[src/rtl/cpu_pkg.sv]
// cpu_pkg: shared opcodes, FSM states, widths and instruction field slices for the CPU sequencer
package cpu_pkg;
  localparam int INSTR_W = 12;
  localparam int REG_ADDR_W = 3;
  localparam int DATA_W = 4;
  localparam int OP_HI = 11;
  localparam int OP_LO = 9;
  localparam int RD_HI = 8;
  localparam int RD_LO = 6;
  localparam int RA_HI = 5;
  localparam int RA_LO = 3;
  localparam int RB_HI = 2;
  localparam int RB_LO = 0;
  localparam int IMM_HI = 3;
  localparam int IMM_LO = 0;
  typedef enum logic [2:0] {
    OP_NOP, OP_LDI, OP_ADD, OP_SUB, OP_AND, OP_OR, OP_HALT, OP_RSVD
  } op_e;
  typedef enum logic [2:0] {
    S_IDLE, S_FETCH, S_DECODE, S_EXECUTE, S_HALTED
  } state_e;
  function automatic logic op_writes(op_e op);
    return op >= OP_LDI && op <= OP_OR;
  endfunction
endpackage

[src/rtl/cpu_controller_alu.sv]
// alu: 4-bit combinational ALU; ports op_i/a_i/b_i in, result_o and carry_o (carry for ADD, borrow for SUB) out
module alu
  import cpu_pkg::*;
(
  input  logic [2:0]        op_i,
  input  logic [DATA_W-1:0] a_i,
  input  logic [DATA_W-1:0] b_i,
  output logic [DATA_W-1:0] result_o,
  output logic              carry_o
);
  logic [DATA_W:0] sum, diff;
  always_comb begin
    sum = {1'b0, a_i} + {1'b0, b_i};
    diff = {1'b0, a_i} - {1'b0, b_i};
    result_o = op_i == OP_ADD ? sum[DATA_W-1:0] :
               op_i == OP_SUB ? diff[DATA_W-1:0] :
               op_i == OP_AND ? a_i & b_i :
               op_i == OP_OR  ? a_i | b_i :
               op_i == OP_LDI ? b_i : '0;
    carry_o = op_i == OP_SUB ? diff[DATA_W] : sum[DATA_W];
  end
endmodule

[src/rtl/cpu_controller.sv]
// cpu_controller: multi-cycle FETCH/DECODE/EXECUTE sequencer; drives imem address, register-file ports, flags, busy/halted and retire count
module cpu_controller
  import cpu_pkg::*;
#(
  parameter int PC_WIDTH = 4
) (
  input  logic                  clk,
  input  logic                  reset,
  input  logic                  start,
  output logic [PC_WIDTH-1:0]   imem_address,
  input  logic [INSTR_W-1:0]    imem_data,
  output logic [REG_ADDR_W-1:0] read_address1,
  output logic [REG_ADDR_W-1:0] read_address2,
  input  logic [DATA_W-1:0]     read_data1,
  input  logic [DATA_W-1:0]     read_data2,
  output logic [REG_ADDR_W-1:0] write_address,
  output logic [DATA_W-1:0]     write_data,
  output logic                  write_enable,
  output logic                  busy,
  output logic                  halted,
  output logic                  zero,
  output logic                  carry,
  output logic [7:0]            retire_count
);
  state_e state_q, state_d;
  logic [PC_WIDTH-1:0] pc_q, pc_d;
  logic [INSTR_W-1:0] ir_q, ir_d;
  logic [DATA_W-1:0] a_q, a_d, b_q, b_d, alu_b, alu_res;
  logic zero_q, zero_d, carry_q, carry_d, alu_carry, exec;
  logic [7:0] retire_q, retire_d;
  op_e op;
  assign op = op_e'(ir_q[OP_HI:OP_LO]);
  // LDI's immediate overlaps the rb/ra fields, so it bypasses the latched operand
  assign alu_b = op == OP_LDI ? ir_q[IMM_HI:IMM_LO] : b_q;
  alu u_alu (
    .op_i(ir_q[OP_HI:OP_LO]),
    .a_i(a_q),
    .b_i(alu_b),
    .result_o(alu_res),
    .carry_o(alu_carry)
  );
  always_ff @(posedge clk or posedge reset) begin
    if (reset) begin
      state_q <= S_IDLE;
      pc_q <= '0;
      ir_q <= '0;
      a_q <= '0;
      b_q <= '0;
      zero_q <= 1'b0;
      carry_q <= 1'b0;
      retire_q <= '0;
    end else begin
      state_q <= state_d;
      pc_q <= pc_d;
      ir_q <= ir_d;
      a_q <= a_d;
      b_q <= b_d;
      zero_q <= zero_d;
      carry_q <= carry_d;
      retire_q <= retire_d;
    end
  end
  always_comb begin
    state_d = state_q;
    pc_d = pc_q;
    ir_d = ir_q;
    a_d = a_q;
    b_d = b_q;
    zero_d = zero_q;
    carry_d = carry_q;
    retire_d = retire_q;
    case (state_q)
      S_IDLE, S_HALTED: if (start) begin
        state_d = S_FETCH;
        pc_d = '0;
      end
      S_FETCH: begin
        ir_d = imem_data;
        pc_d = pc_q + 1'b1;
        state_d = S_DECODE;
      end
      S_DECODE: begin
        a_d = read_data1;
        b_d = read_data2;
        state_d = S_EXECUTE;
      end
      S_EXECUTE: begin
        retire_d = retire_q + 8'd1;
        state_d = op == OP_HALT ? S_HALTED : S_FETCH;
        zero_d = op_writes(op) ? alu_res == '0 : zero_q;
        carry_d = op == OP_ADD || op == OP_SUB ? alu_carry : carry_q;
      end
      default: state_d = S_IDLE;
    endcase
  end
  assign exec = state_q == S_EXECUTE;
  assign imem_address = pc_q;
  assign read_address1 = ir_q[RA_HI:RA_LO];
  assign read_address2 = ir_q[RB_HI:RB_LO];
  assign write_address = ir_q[RD_HI:RD_LO];
  assign write_enable = exec && op_writes(op);
  assign write_data = write_enable ? alu_res : '0;
  assign busy = state_q == S_FETCH || state_q == S_DECODE || exec;
  assign halted = state_q == S_HALTED;
  assign zero = zero_q;
  assign carry = carry_q;
  assign retire_count = retire_q;
endmodule

[config.mk]
export PLATFORM = sky130hd
export DESIGN_NAME = cpu_controller
export DESIGN_NICKNAME = d
export VERILOG_FILES = /design/src/rtl/cpu_pkg.sv /design/src/rtl/cpu_controller_alu.sv /design/src/rtl/cpu_controller.sv
export SDC_FILE = /design/constraint.sdc
export NUM_CORES = 1
export LEC_CHECK = 0
export CORE_ASPECT_RATIO = 1.4
export CORE_MARGIN = 1.5
export CORE_UTILIZATION = 50
export DETAILED_ROUTE_END_ITERATION = 6
export PLACE_DENSITY = 0.78
export SETUP_SLACK_MARGIN = 0.5
export SLEW_MARGIN = 20
export SYNTH_ARGS = -nofsm -noshare
export SYNTH_HDL_FRONTEND = slang
export SYNTH_SLANG_ARGS = --single-unit
[constraint.sdc]
create_clock -name clk -period 3.6 [get_ports clk]
set_input_delay 0.72 -clock clk [delete_from_list [all_inputs] [get_ports clk]]
set_output_delay 0.72 -clock clk [all_outputs]
set_load 0.02 [all_outputs]
==> results by stage <==
Outcome:
- The flow ran to the end, and the final reports show no timing, DRC or antenna violations.

Timing:
- The number of endpoints with negative hold slack in the final report is 0.
- Headroom to the max-slew limit came out at 62.3%.
- The final sum of negative setup slack is 0 ps.
- The time the worst path needs with I/O delays and setup is ~3500 ps.
- The ratio of final minimum period to clock period is about 98%.
- Setup slack closes at just under 90 ps.
- The worst setup skew after layout is 4.32 ps.
- Setup repair after global routing could not meet its margin everywhere.
- The final count of pins violating max slew is 0.
- The minimum hold slack is 475 ps.
- The maximum clock frequency is approximately 0.28 GHz.
- For the pin with the worst max-slew slack, the measured transition is 565 ps.
- Setup violations remaining at the end of the flow were counted as 0.

Detailed routing:
- The final antenna-violating net count is 0.
- The routed design has 5380 um of wire.
- After detailed routing, the number of remaining DRC violations is 0.
- The number of DRC markers after the initial detailed-route iteration is 104.
- The per-cell routed wire length is 15.8 um.
- The routed layout has 1878 vias.
- Dividing the detail-routed via count by the number of cells gives 5.52.
- The total iterations of the first detailed-routing run is 4.

GRT:
- After global routing the overflow that remains totals 0.
- The met3 track demand over resource is 4.83%.
- The via count of the first global-routing pass is 1836.
- The met1 capacity usage during global routing is 25.7%.
- The largest net degree at the start of global routing is 38.
- The global-route wire length before repair is 8570 um.
- Global routing consumed, over all layers together, approximately a quarter of the routing resources.
- The initial antenna violation count is 0.
- After global routing, the most crowded layer is met2.
- For this run, global-route usage on met2 was measured as 42.7%.

Critical path:
- The nature of the critical path endpoint is an output port.
- The data arrival time of the worst path is 2790 ps.
- Across all register-to-register paths, the minimum setup slack is 800 ps.
- The category of the critical setup timing path is flip-flop to output port.
- Of all nets on the critical path, the largest fanout is 3.
- At the worst endpoint, the required time is 2880 ps.
- The sort of element at the start of the critical path is a flip-flop.

Power:
- The relative contribution of the clock network to total power is about 10%.
- The fraction of power consumed by sequential logic is 23.2%.
- The fraction of power spent switching nets is 43.1%.
- The total internal power is a little under 2 mW.
- The worst ir drop on vdd is 0.000504 V.
- For this design the static power due to leakage is between 1 and 1.5 nW.
- The power density over cell area is 1110 nW/um^2.
- The total net switching power is 1.50 mW.
- Of the total power, combinational logic draws approximately 66%.

Finish:
- The post-layout instance area is 3120 um^2.
- The share of final-layout standard cells stronger than drive strength 1 is 26.8%.
- 0 antenna diodes ended up in the layout.
- For this run, the post-layout net count is 318.
- Counting the fill cells in the layout gives slightly above 300.
- The final cell utilization of the core is 72.9%.
- The area growth from synthesis to layout is 37.4%.

Min path:
- The tightest min-delay check is of the flip-flop to flip-flop type.

Floorplanning:
- The I/O pin total is 53.
- The height of the die is around 83 um.
- The floorplan step defined a die boundary enclosing 4950 um^2.
- In this run the horizontal extent of the chip is roughly 60 um.
- The initialized floorplan defines 28 standard-cell rows.
- The core region is 4270 um^2.
- The starting utilization of the core area is 53.0%.

Synthesis:
- The count of mapped cells out of synthesis is approximately 230.
- Averaged over all synthesized cells, the footprint is just over 10 um^2.
- By instance count, the leading cell after synthesis is sky130_fd_sc_hd__dfrtp_1.
- After synthesis the cells add up to 2270 um^2.
- The sequential fraction of the synthesis area is 40.8%.
- The net count after synthesis is between 200 and 300.
- Synthesis inferred 37 register bits.
- Yosys mapped a number of flops with a built-in enable equal to 0.
- For this run, the number of Yosys warnings is 0.
- By area the synthesized netlist is led by sky130_fd_sc_hd__dfrtp_1, sky130_fd_sc_hd__mux2_2, sky130_fd_sc_hd__ha_1.
- The top cell type by total area after synthesis is sky130_fd_sc_hd__dfrtp_1.
- In the synthesized netlist, the cells that appear most often are sky130_fd_sc_hd__dfrtp_1, sky130_fd_sc_hd__mux2_2, sky130_fd_sc_hd__nand2_1.
- The top-area cell type share of the netlist area is 40.8%.
- After synthesis, the share of flip-flops with an asynchronous set or reset is 100%.
- The flip-flop cell with the highest count after synthesis is sky130_fd_sc_hd__dfrtp_1.
- In this run, distinct cell masters in the synthesized netlist total 46.

Place:
- Routability-driven placement finished with a final weighted congestion of 0.876.
- Once detailed placement completed, the half-perimeter wirelength came to around 3500 um.
- The count of input and output buffers is 52.
- The placed instances occupy a cell area of ~2800 um^2.
- The post-placement worst setup slack is -7.82 ps.

Clocking:
- The insertion delay to the later sink of the worst-skew pair is 290 ps.
- The maximum root-to-sink buffer count is 2.
- The clock sink total is 37.
- The clock edge transition at the registers on the reported setup and hold paths is 80 ps.
- The TritonCTS clock tree is built.
- The H-tree was split into 2 levels.
- The number of hold buffers added after CTS is 0.
- Buffers inserted during clock tree synthesis total 5.
- The tree is rooted in a sky130_fd_sc_hd__clkbuf_8.

Run:
- The max-cap check violation count is 0.
cell families (layout without fill, tap and decap cells):
kind of cell / Yosys count / count (layout) / share of synthesized area [%]
simple gates: 58 / 58 / 12.7
flops: 37 / 37 / 40.8
buf+inv: 38 / 93 / 8.61
mux: 20 / 20 / 9.93
compound gates: 46 / 46 / 14.5
xor+xnor: 10 / 10 / 3.86
fa+ha+maj: 16 / 16 / 9.49
repair_timing:
item | in CTS | in global routing
gates resized for setup | 45 | 10
endpoints found under the setup margin | 4 | 4
buffers inserted | 4 | 3
pin swaps | 16 | 8
state kept, by name (all words and copies together), names as in the netlist:
name,cells
ir_q,12
retire_count,8
a_q,4
b_q,4
imem_address,4
state_q,3
carry,1
zero,1
layout by cell type (no fill, tap or decap), types with 5 or more instances in the layout:
| cell | instances |
|---|---|
| sky130_fd_sc_hd__a21oi_1 | 6 |
| sky130_fd_sc_hd__a22o_1 | 5 |
| sky130_fd_sc_hd__buf_4 | 14 |
| sky130_fd_sc_hd__clkbuf_8 | 5 |
| sky130_fd_sc_hd__clkdlybuf4s50_1 | 48 |
| sky130_fd_sc_hd__dfrtp_1 | 37 |
| sky130_fd_sc_hd__ha_1 | 8 |
| sky130_fd_sc_hd__inv_1 | 14 |
| sky130_fd_sc_hd__mux2_2 | 17 |
| sky130_fd_sc_hd__nand2_1 | 19 |
| sky130_fd_sc_hd__nor2_1 | 11 |
| sky130_fd_sc_hd__o21ai_0 | 8 |
| sky130_fd_sc_hd__xnor2_1 | 5 |
final cells by class:
cell class,instances,area (um^2),area share [%]
clock buffer,6,72.6,2.33
clock inverter,2,38.8,1.24
inverter,18,72.6,2.33
tap,60,75.1,2.41
timing repair buffer,67,636,20.4
multi-input combinational,150,1290,41.6
sequential,37,926,29.7
worst paths after layout:
kind,end,from,depth (start not counted)
max,write_data[3],ir_q[9],12
max reg2reg,zero,ir_q[9],13
min in group asynchronous,imem_address[2],reset,3
min reg2reg,retire_count[7],retire_count[7],1
max in group asynchronous,a_q[2],reset,3
min,retire_count[7],retire_count[7],1
metrics by stage:
step	total power, mW	cells
6_report	3.47	340
2_1_floorplan	2.11	225
3_5_place_dp	2.62	325
3_3_place_gp	2.58	325
4_1_cts	3.26	337
5_1_grt	3.68	340
routing by layer:
layer	wire, um	up-vias
met2	2910	65
met1	2090	913
met4	191	0
met3	189	21
li1	-	879
met5	0	-
power groups by stage:
stage	logic (mW)	clock network (mW)	registers [mW]
3_5_place_dp	1.81	0	0.803
6_report	2.31	0.359	0.806
2_1_floorplan	1.31	0	0.800
4_1_cts	2.09	0.366	0.802
5_1_grt	2.46	0.383	0.835
3_3_place_gp	1.78	0	0.794
critical path, stage by stage (launching register included):
cell and delay, ps:
sky130_fd_sc_hd__dfrtp_1 370, sky130_fd_sc_hd__inv_2 60, sky130_fd_sc_hd__nor3_4 280, sky130_fd_sc_hd__buf_4 170
sky130_fd_sc_hd__mux2_4 330, sky130_fd_sc_hd__inv_4 80, sky130_fd_sc_hd__ha_4 210, sky130_fd_sc_hd__and3_4 160
sky130_fd_sc_hd__o41a_1 320, sky130_fd_sc_hd__o31ai_1 80, sky130_fd_sc_hd__a21oi_1 140, sky130_fd_sc_hd__and2_4 190
sky130_fd_sc_hd__buf_6 120
No activity file was read; power rests on OpenSTA's default activity.
